$ cat src/rtl/hsc_save_io.sv
// rtl/hsc_save_io.sv - HSC NVRAM save/restore bridge between hps_io and NVRAM port B
// Serves upload reads through a 3-cycle stall and passes download writes straight through.
module hsc_save_io #(
    parameter int          ADDR_W     = 11,
    parameter logic [7:0]  SAVE_INDEX = 8'd2
) (
    input  logic              clk_sys,
    input  logic              reset,
    input  logic              ioctl_upload,
    input  logic              ioctl_download,
    input  logic [7:0]        ioctl_index,
    input  logic [24:0]       ioctl_addr,
    input  logic              ioctl_rd,
    input  logic              ioctl_wr,
    input  logic [7:0]        ioctl_dout,
    output logic [7:0]        ioctl_din,
    output logic              ioctl_wait,
    output logic [ADDR_W-1:0] ram_addr,
    output logic              ram_we,
    output logic [7:0]        ram_wdata,
    input  logic [7:0]        ram_rdata,
    input  logic              core_we,
    output logic              save_dirty,
    output logic              busy
);
    localparam logic [1:0] S_IDLE    = 2'd0;
    localparam logic [1:0] S_RD_ADDR = 2'd1;
    localparam logic [1:0] S_RD_WAIT = 2'd2;
    localparam logic [1:0] S_RD_DONE = 2'd3;

    localparam logic [ADDR_W:0] CNT_FULL = {1'b1, {ADDR_W{1'b0}}};
    localparam logic [ADDR_W:0] CNT_ONE  = {{ADDR_W{1'b0}}, 1'b1};

    logic [1:0]        state_q, state_d;
    logic [7:0]        din_q, din_d;
    logic              wait_q, wait_d;
    logic [ADDR_W-1:0] addr_q, addr_d;
    logic              up_q, up_d;
    logic              dn_q, dn_d;
    logic              busy_q, busy_d;
    logic              dirty_q, dirty_d;
    logic [ADDR_W:0]   up_cnt_q, up_cnt_d;
    logic [ADDR_W:0]   dn_cnt_q, dn_cnt_d;

    logic sel, up_act, dn_act, in_range, is_idle;
    logic rd_go, rd_oor, wr_go, up_fall, dn_fall, dirty_clr;

    always_comb begin
        sel      = (ioctl_index == SAVE_INDEX);
        up_act   = ioctl_upload & sel;
        dn_act   = ioctl_download & sel;
        in_range = (ioctl_addr[24:ADDR_W] == '0);
        is_idle  = (state_q == S_IDLE);
        rd_go    = is_idle & up_act & ~dn_act & ioctl_rd & in_range;
        rd_oor   = is_idle & up_act & ~dn_act & ioctl_rd & ~in_range;
        // Write strobe is a pure pass-through so the RAM sees it in the same cycle.
        wr_go    = is_idle & dn_act & ~up_act & ioctl_wr & in_range & ~reset;
        up_fall  = ~up_act & up_q;
        dn_fall  = ~dn_act & dn_q;
    end

    always_comb begin
        state_d = state_q;
        din_d   = din_q;
        addr_d  = addr_q;
        case (state_q)
            S_IDLE: begin
                if (rd_go) begin
                    state_d = S_RD_ADDR;
                    addr_d  = ioctl_addr[ADDR_W-1:0];
                end else if (rd_oor) begin
                    din_d = 8'hFF;
                end
            end
            S_RD_ADDR: state_d = S_RD_WAIT;
            S_RD_WAIT: begin
                din_d   = ram_rdata;
                state_d = S_RD_DONE;
            end
            default: state_d = S_IDLE;
        endcase
        wait_d = (state_d != S_IDLE);
    end

    always_comb begin
        up_d   = up_act;
        dn_d   = dn_act;
        busy_d = up_act | dn_act;

        up_cnt_d = (up_act & ~up_q) ? '0 : up_cnt_q;
        if (state_q == S_RD_WAIT && up_cnt_d != CNT_FULL)
            up_cnt_d = up_cnt_d + CNT_ONE;

        dn_cnt_d = (dn_act & ~dn_q) ? '0 : dn_cnt_q;
        if (wr_go && dn_cnt_d != CNT_FULL)
            dn_cnt_d = dn_cnt_d + CNT_ONE;

        // Only a transfer that covered the whole image counts as a saved copy.
        dirty_clr = (up_fall & (up_cnt_q == CNT_FULL)) | (dn_fall & (dn_cnt_q == CNT_FULL));
        dirty_d   = core_we | (dirty_q & ~dirty_clr);
    end

    always_ff @(posedge clk_sys) begin
        if (reset) begin
            state_q  <= S_IDLE;
            din_q    <= 8'h00;
            wait_q   <= 1'b0;
            addr_q   <= '0;
            up_q     <= 1'b0;
            dn_q     <= 1'b0;
            busy_q   <= 1'b0;
            dirty_q  <= 1'b0;
            up_cnt_q <= '0;
            dn_cnt_q <= '0;
        end else begin
            state_q  <= state_d;
            din_q    <= din_d;
            wait_q   <= wait_d;
            addr_q   <= addr_d;
            up_q     <= up_d;
            dn_q     <= dn_d;
            busy_q   <= busy_d;
            dirty_q  <= dirty_d;
            up_cnt_q <= up_cnt_d;
            dn_cnt_q <= dn_cnt_d;
        end
    end

    assign ioctl_din  = din_q;
    assign ioctl_wait = wait_q;
    assign ram_we     = wr_go;
    assign ram_wdata  = wr_go ? ioctl_dout : 8'h00;
    assign ram_addr   = (wr_go | rd_go) ? ioctl_addr[ADDR_W-1:0] : addr_q;
    assign save_dirty = dirty_q;
    assign busy       = busy_q;
endmodule
$ cat config.mk
export PLATFORM = sky130hd
export DESIGN_NAME = hsc_save_io
export DESIGN_NICKNAME = d
export VERILOG_FILES = /design/src/rtl/hsc_save_io.sv
export SDC_FILE = /design/constraint.sdc
export NUM_CORES = 1
export LEC_CHECK = 0
export CAP_MARGIN = 20
export CELL_PAD_IN_SITES_DETAIL_PLACEMENT = 0
export CELL_PAD_IN_SITES_GLOBAL_PLACEMENT = 2
export CORE_ASPECT_RATIO = 0.6
export CORE_MARGIN = 3
export CORE_UTILIZATION = 26
export DETAILED_ROUTE_END_ITERATION = 8
export GPL_TIMING_DRIVEN = 1
export PLACE_DENSITY_LB_ADDON = 0.1
export SLEW_MARGIN = 20
export SYNTH_ARGS = -nofsm -noshare
export SYNTH_HDL_FRONTEND = slang
export SYNTH_SLANG_ARGS = --single-unit
$ cat constraint.sdc
create_clock -name clk_sys -period 3.9 [get_ports clk_sys]
set_clock_uncertainty 0.15 [all_clocks]
set_input_delay 0.78 -clock clk_sys [delete_from_list [all_inputs] [get_ports clk_sys]]
set_output_delay 0.78 -clock clk_sys [all_outputs]
set_load 0.005 [all_outputs]
# Yosys cells after proc, flatten, opt, wreduce, memory -nomap -nowiden
# Index checks and enable logic that the tools add are counted.
# word_totals
reg_bits	50
in_bits	56
out_inout_bits	31
word_cells	70
# classes
addsub	2
n_eq_ne	9
n_mux	11
bitwise	30
n_reduce_logical	8
# op_table
cell	n
$mux W12	4
$add A12 B1 Y12 const B	2
$eq A12 B12 Y1 const B	2
$mux W8	3
$ne A12 B12 Y1 const B	2
$and A1 B1 Y1	19
$pmux W8 S2	1
$logic_not A14 Y1	1
$mux W11	1
$eq A8 B2 Y1 const B	1
$not A1 Y1	7
$pmux W2 S3	1
$or A1 B1 Y1	4
$reduce_bool A2 Y1	2
$reduce_and A3 Y1	1
$eq A2 B1 Y1 const B	1
$eq A2 B2 Y1 const B	1
$logic_and A1 B1 Y1	2
$logic_not A2 Y1	1
$mux W2	1
$ne A2 B1 Y1 const B	1
$ne A2 B2 Y1 const B	1
$reduce_and A2 Y1	1

# Logic depth before layout (Yosys ltp)
# depth
word_depth	9
depth_mapped	12

# Least setup slack after synthesis
# No wires, ideal clock.
# synth_timing
path_kind	input port to output port
from	input port ioctl_index[5]
to	output port ram_addr[0]
t_arrival_ps	2488
path_slack_ps	482
path_stages	6
path_buffers	2
cell_sequence	or4_4 -> nor3_1 -> clkbuf_2 -> o211a_1 -> buf_4 -> mux2_2
# synth_between
elab_chain_len	9
# synth_rtl
element	line	rtl
from (decl)	11	input logic [7:0] ioctl_index,
$eq A8 B2 Y1 *	49	sel = (ioctl_index == SAVE_INDEX);
$and A1 B1 Y1 (on tied branches)	51, 50	
$and A1 B1 Y1 or $not A1 Y1 (tied branches)	57	wr_go = is_idle & dn_act & ~up_act & ioctl_wr & in_range & ~reset;
$and A1 B1 Y1 (4 in a row)	57	
$or A1 B1 Y1 *	133	assign ram_addr = (wr_go | rd_go) ? ioctl_addr[ADDR_W-1:0] : addr_q;
$mux W11 *	133	
to (decl)	18	output logic [ADDR_W-1:0] ram_addr,
# Mark *: on every way between the ends. The rest lies on a longest branch, timed or not.

# Worst setup path in the final report
# layout_timing
from	input port ioctl_index[1]
to	output port ram_addr[7]
# Same word-level chain as after synthesis.

==> metrics.md <==
| Metric | Value |
|---|---|
| Clock transition at path regs | `~0.07 ns` |
| Syn nets | `approximately 380` |
| Grt ovf | `0` |
| Warnings from Yosys | `0` |
| Area occupied by multi-input gates | `approximately 1500 um^2` |
| Crit. End Element | `primary output` |
| Htree depth | `2` |
| Worst reg2reg path depth | `9` |
| Most area-hungry cell type in the Yosys netlist | `dfxtp_1` |
| Total GRT Usage | `between 10 and 15%` |
| Maximum clock rate | `roughly 0.26 GHz` |
| Top delay family on crit path | `buffers and inverters` |
| Initial antenna violation count | `0` |
| # diodes | `0` |
| Max-Cap Viols | `0` |
| Synth Flop Type | `dfxtp_1` |
| DRC | `0` |
| Post-CTS Hold Buffers | `0` |
| CP peak stage delay | `just over 0.5 ns` |
| Worst setup margin | `~0.07 ns` |
| Detailed placer's ending HPWL | `roughly 6.0 mm` |
| Total power draw | `around 1.1 mW` |
| Bufs and invs on worst path | `4` |
| Register area share after synthesis | `a little under two fifths` |
| CP max FO | `5` |
| Antenna viol nets, final | `0` |
| Area contributors post-synth | `dfxtp_1 38%, nand2_1 5.6%, mux2_2 5.1%, a21oi_1 4.9%, and3_1 4.0%` |
| Critical path depth in cells | `8` |
| Final setup fails | `0` |
| Register area | `1000 um^2` |
| Clk_lat worst skew | `0.29 ns` |
| Mapped Area | `~2600 um^2` |
| Ys async rst share | `0%` |
| Clk root buf | `clkbuf_16` |
| Worst slew pin tran | `0.624 ns` |
| WHS Path Cells | `2` |
| Initial DRC Count | `about 140` |
| Via Count | `around 2600` |
| Ratio of final minimum period to clock period | `a little over nine tenths` |
| CP Launch Type | `input pin` |
| Slowest-stage cell, CP | `or4b_4` |
| Commonest cells in the synthesized netlist | `50 x dfxtp_1, 39 x nand2_1, 26 x a21oi_1` |
| Core area | `around 9500 um^2` |
| Most common cell in the netlist | `dfxtp_1` |
| P per Cell Area | `about 280 nW/um^2` |
| Cell variety after synth | `46` |
| Filler cell count | `approximately 940` |
| Post-synth EDFFs | `0` |
| Starting Density | `~28%` |
| TritonCTS clock tree | `done` |
| Routed WL per cell | `around 15 um` |
| Die height | `around 84 um` |
| Final #Nets | `between 400 and 500` |
| Status | `finished, final reports clean` |
| Placement Setup Slack | `-0.286 ns` |
| Worst path cell trace | `clkdlybuf4s50_1, or4b_4, nor3_4, o211a_4, buf_16, buf_4, mux2_2, buf_6` |
| Io pins | `just under 90` |
| Vias in the first global route | `2525` |
| First-pass GRT wire length | `13.2 mm` |
| Max-slew headroom | `57.8%` |
| Post-synth top area share | `about two fifths` |
| Worst Setup Path Type | `in2out` |
| WL final | `8.10 mm` |
| Synth Register Bits | `50` |
| Share of cells above drive strength 1 | `14.4%` |
| Slew Viols, Final | `0` |
| Die area | `~11000 um^2` |
| Post-synthesis instance total | `315` |
| Minimum clock period | `3.83 ns` |
| P_leak | `approximately 1.5 nW` |
| Die width | `about 140 um` |
| Port bufs | `86` |
| CTS buffer count | `5` |
| RSZ-0062 raised after global routing | `false` |
| Via density | `4.69` |
| Synth-to-layout area growth | `51.7%` |
| HP Class | `reg2reg` |
| CP Data Arrival Time | `between 2 and 3 ns` |
| CP required | `2.97 ns` |
| Mean Syn Cell Area | `between 8 and 9 um^2` |
| Row count | `27` |
| Gpl congestion | `about 0.73` |
| Largest net degree at the start of global routing | `between 40 and 50` |
| Max Buffers Root-to-Sink | `2` |
| Peak VDD IR | `approximately 0.00015 V` |
| Fin. Hold Viols | `0` |
| Clk sink count | `50` |
| Drt first pass iters | `4` |
layout by cell type (no fill, tap or decap), drive strengths merged, types with 3 or more instances in the layout:
cell and n:
a21oi 26, and4 3, mux2 12, nor3 4, xor2 7, and3 17
nor4b 5, nor3b 10, xnor2 4, nor4 8, a211oi 8, nand3 11
dfxtp 50, clkbuf 6, clkdlybuf4s50 68, nand2 39, nand4 5, and2 6
inv 17, or3 9, clkdlybuf4s15 9, nor2 19, ha 6, buf 25
dlymetal6s2s 5, o21ai 9, o211ai 5
stage by stage:
step / hold WS (ns) / instances / area, um^2 / TNS (ns) / util, %
floorplan: 0.279 / 315 / 2630 / 0 / -
finish: 0.305 / 547 / 3990 / 0 / 42.0
CTS: 0.308 / 547 / 3960 / 0 / 41.7
detailed placement: 0.296 / 537 / 3750 / -3.18 / 39.6
global route: 0.330 / 547 / 3990 / 0 / 42.0
global placement: 0.287 / 537 / 3750 / -2.44 / 39.6
worst reg2reg max path: stages, from the launching register on:
cell	delay (ns)
dfxtp_1	0.31
inv_1	0.10
ha_1	0.31
nor3b_1	0.20
and4_2	0.36
buf_4	0.16
o211ai_2	0.18
buf_4	0.23
or3_1	0.36
a21oi_1	0.13
report_power, final:
group          switching [mW]  internal [mW]
clock network           0.203          0.255
logic                  0.0529         0.0812
registers             0.00516          0.519
total                   0.261          0.855
area by class of cell:
class,instances,area share [%]
Clock buffer,6,3.48
Tap cell,130,4.08
Sequential cell,50,25.1
Clock inverter,2,0.313
Multi-Input combinational cell,233,38.6
Inverter,17,1.60
Timing Repair Buffer,109,26.9
worst paths after layout:
kind | endpoint | startpoint | slack [ns]
worst max register to register | dn_cnt_q[11]$_SDFF_PP0_ | state_q[0]$_SDFF_PP0_ | 1.35
worst max-delay path | ram_addr[7] | ioctl_index[1] | 0.07
worst min register to register | addr_q[5]$_SDFFE_PP0P_ | addr_q[5]$_SDFFE_PP0P_ | 0.30
worst min-delay path | addr_q[5]$_SDFFE_PP0P_ | addr_q[5]$_SDFFE_PP0P_ | 0.30
cell families after synthesis:
group / share of synthesized area [%]
mux: 5.52
flops: 38.0
fa+ha+maj: 2.85
buf+inv: 5.09
xor+xnor: 3.66
simple gates: 32.0
compound gates: 12.8
per-layer routing:
metal | vias to the layer above | global-route usage (%) | routed length, um
met5 | - | 0 | 0
met4 | 0 | 4.39 | 129
met3 | 10 | 5.90 | 752
met2 | 91 | 17.6 | 2820
met1 | 1142 | 22.4 | 4400
li1 | 1323 | - | -
sequential cells by signal, summed over array words and instances, names as in the netlist:
name        flops
dn_cnt_q       12
up_cnt_q       12
addr_q         11
ioctl_din       8
state_q         2
busy            1
dn_q            1
ioctl_wait      1
save_dirty      1
up_q            1
repair_timing:
action | in CTS | in global routing
gates resized for setup | 35 | 10
setup endpoints to repair | 20 | 20
pin swaps | 6 | 6
setup buffers | 1 | 0
cloned | 1 | 0
Power figures use the tool's default switching activity.
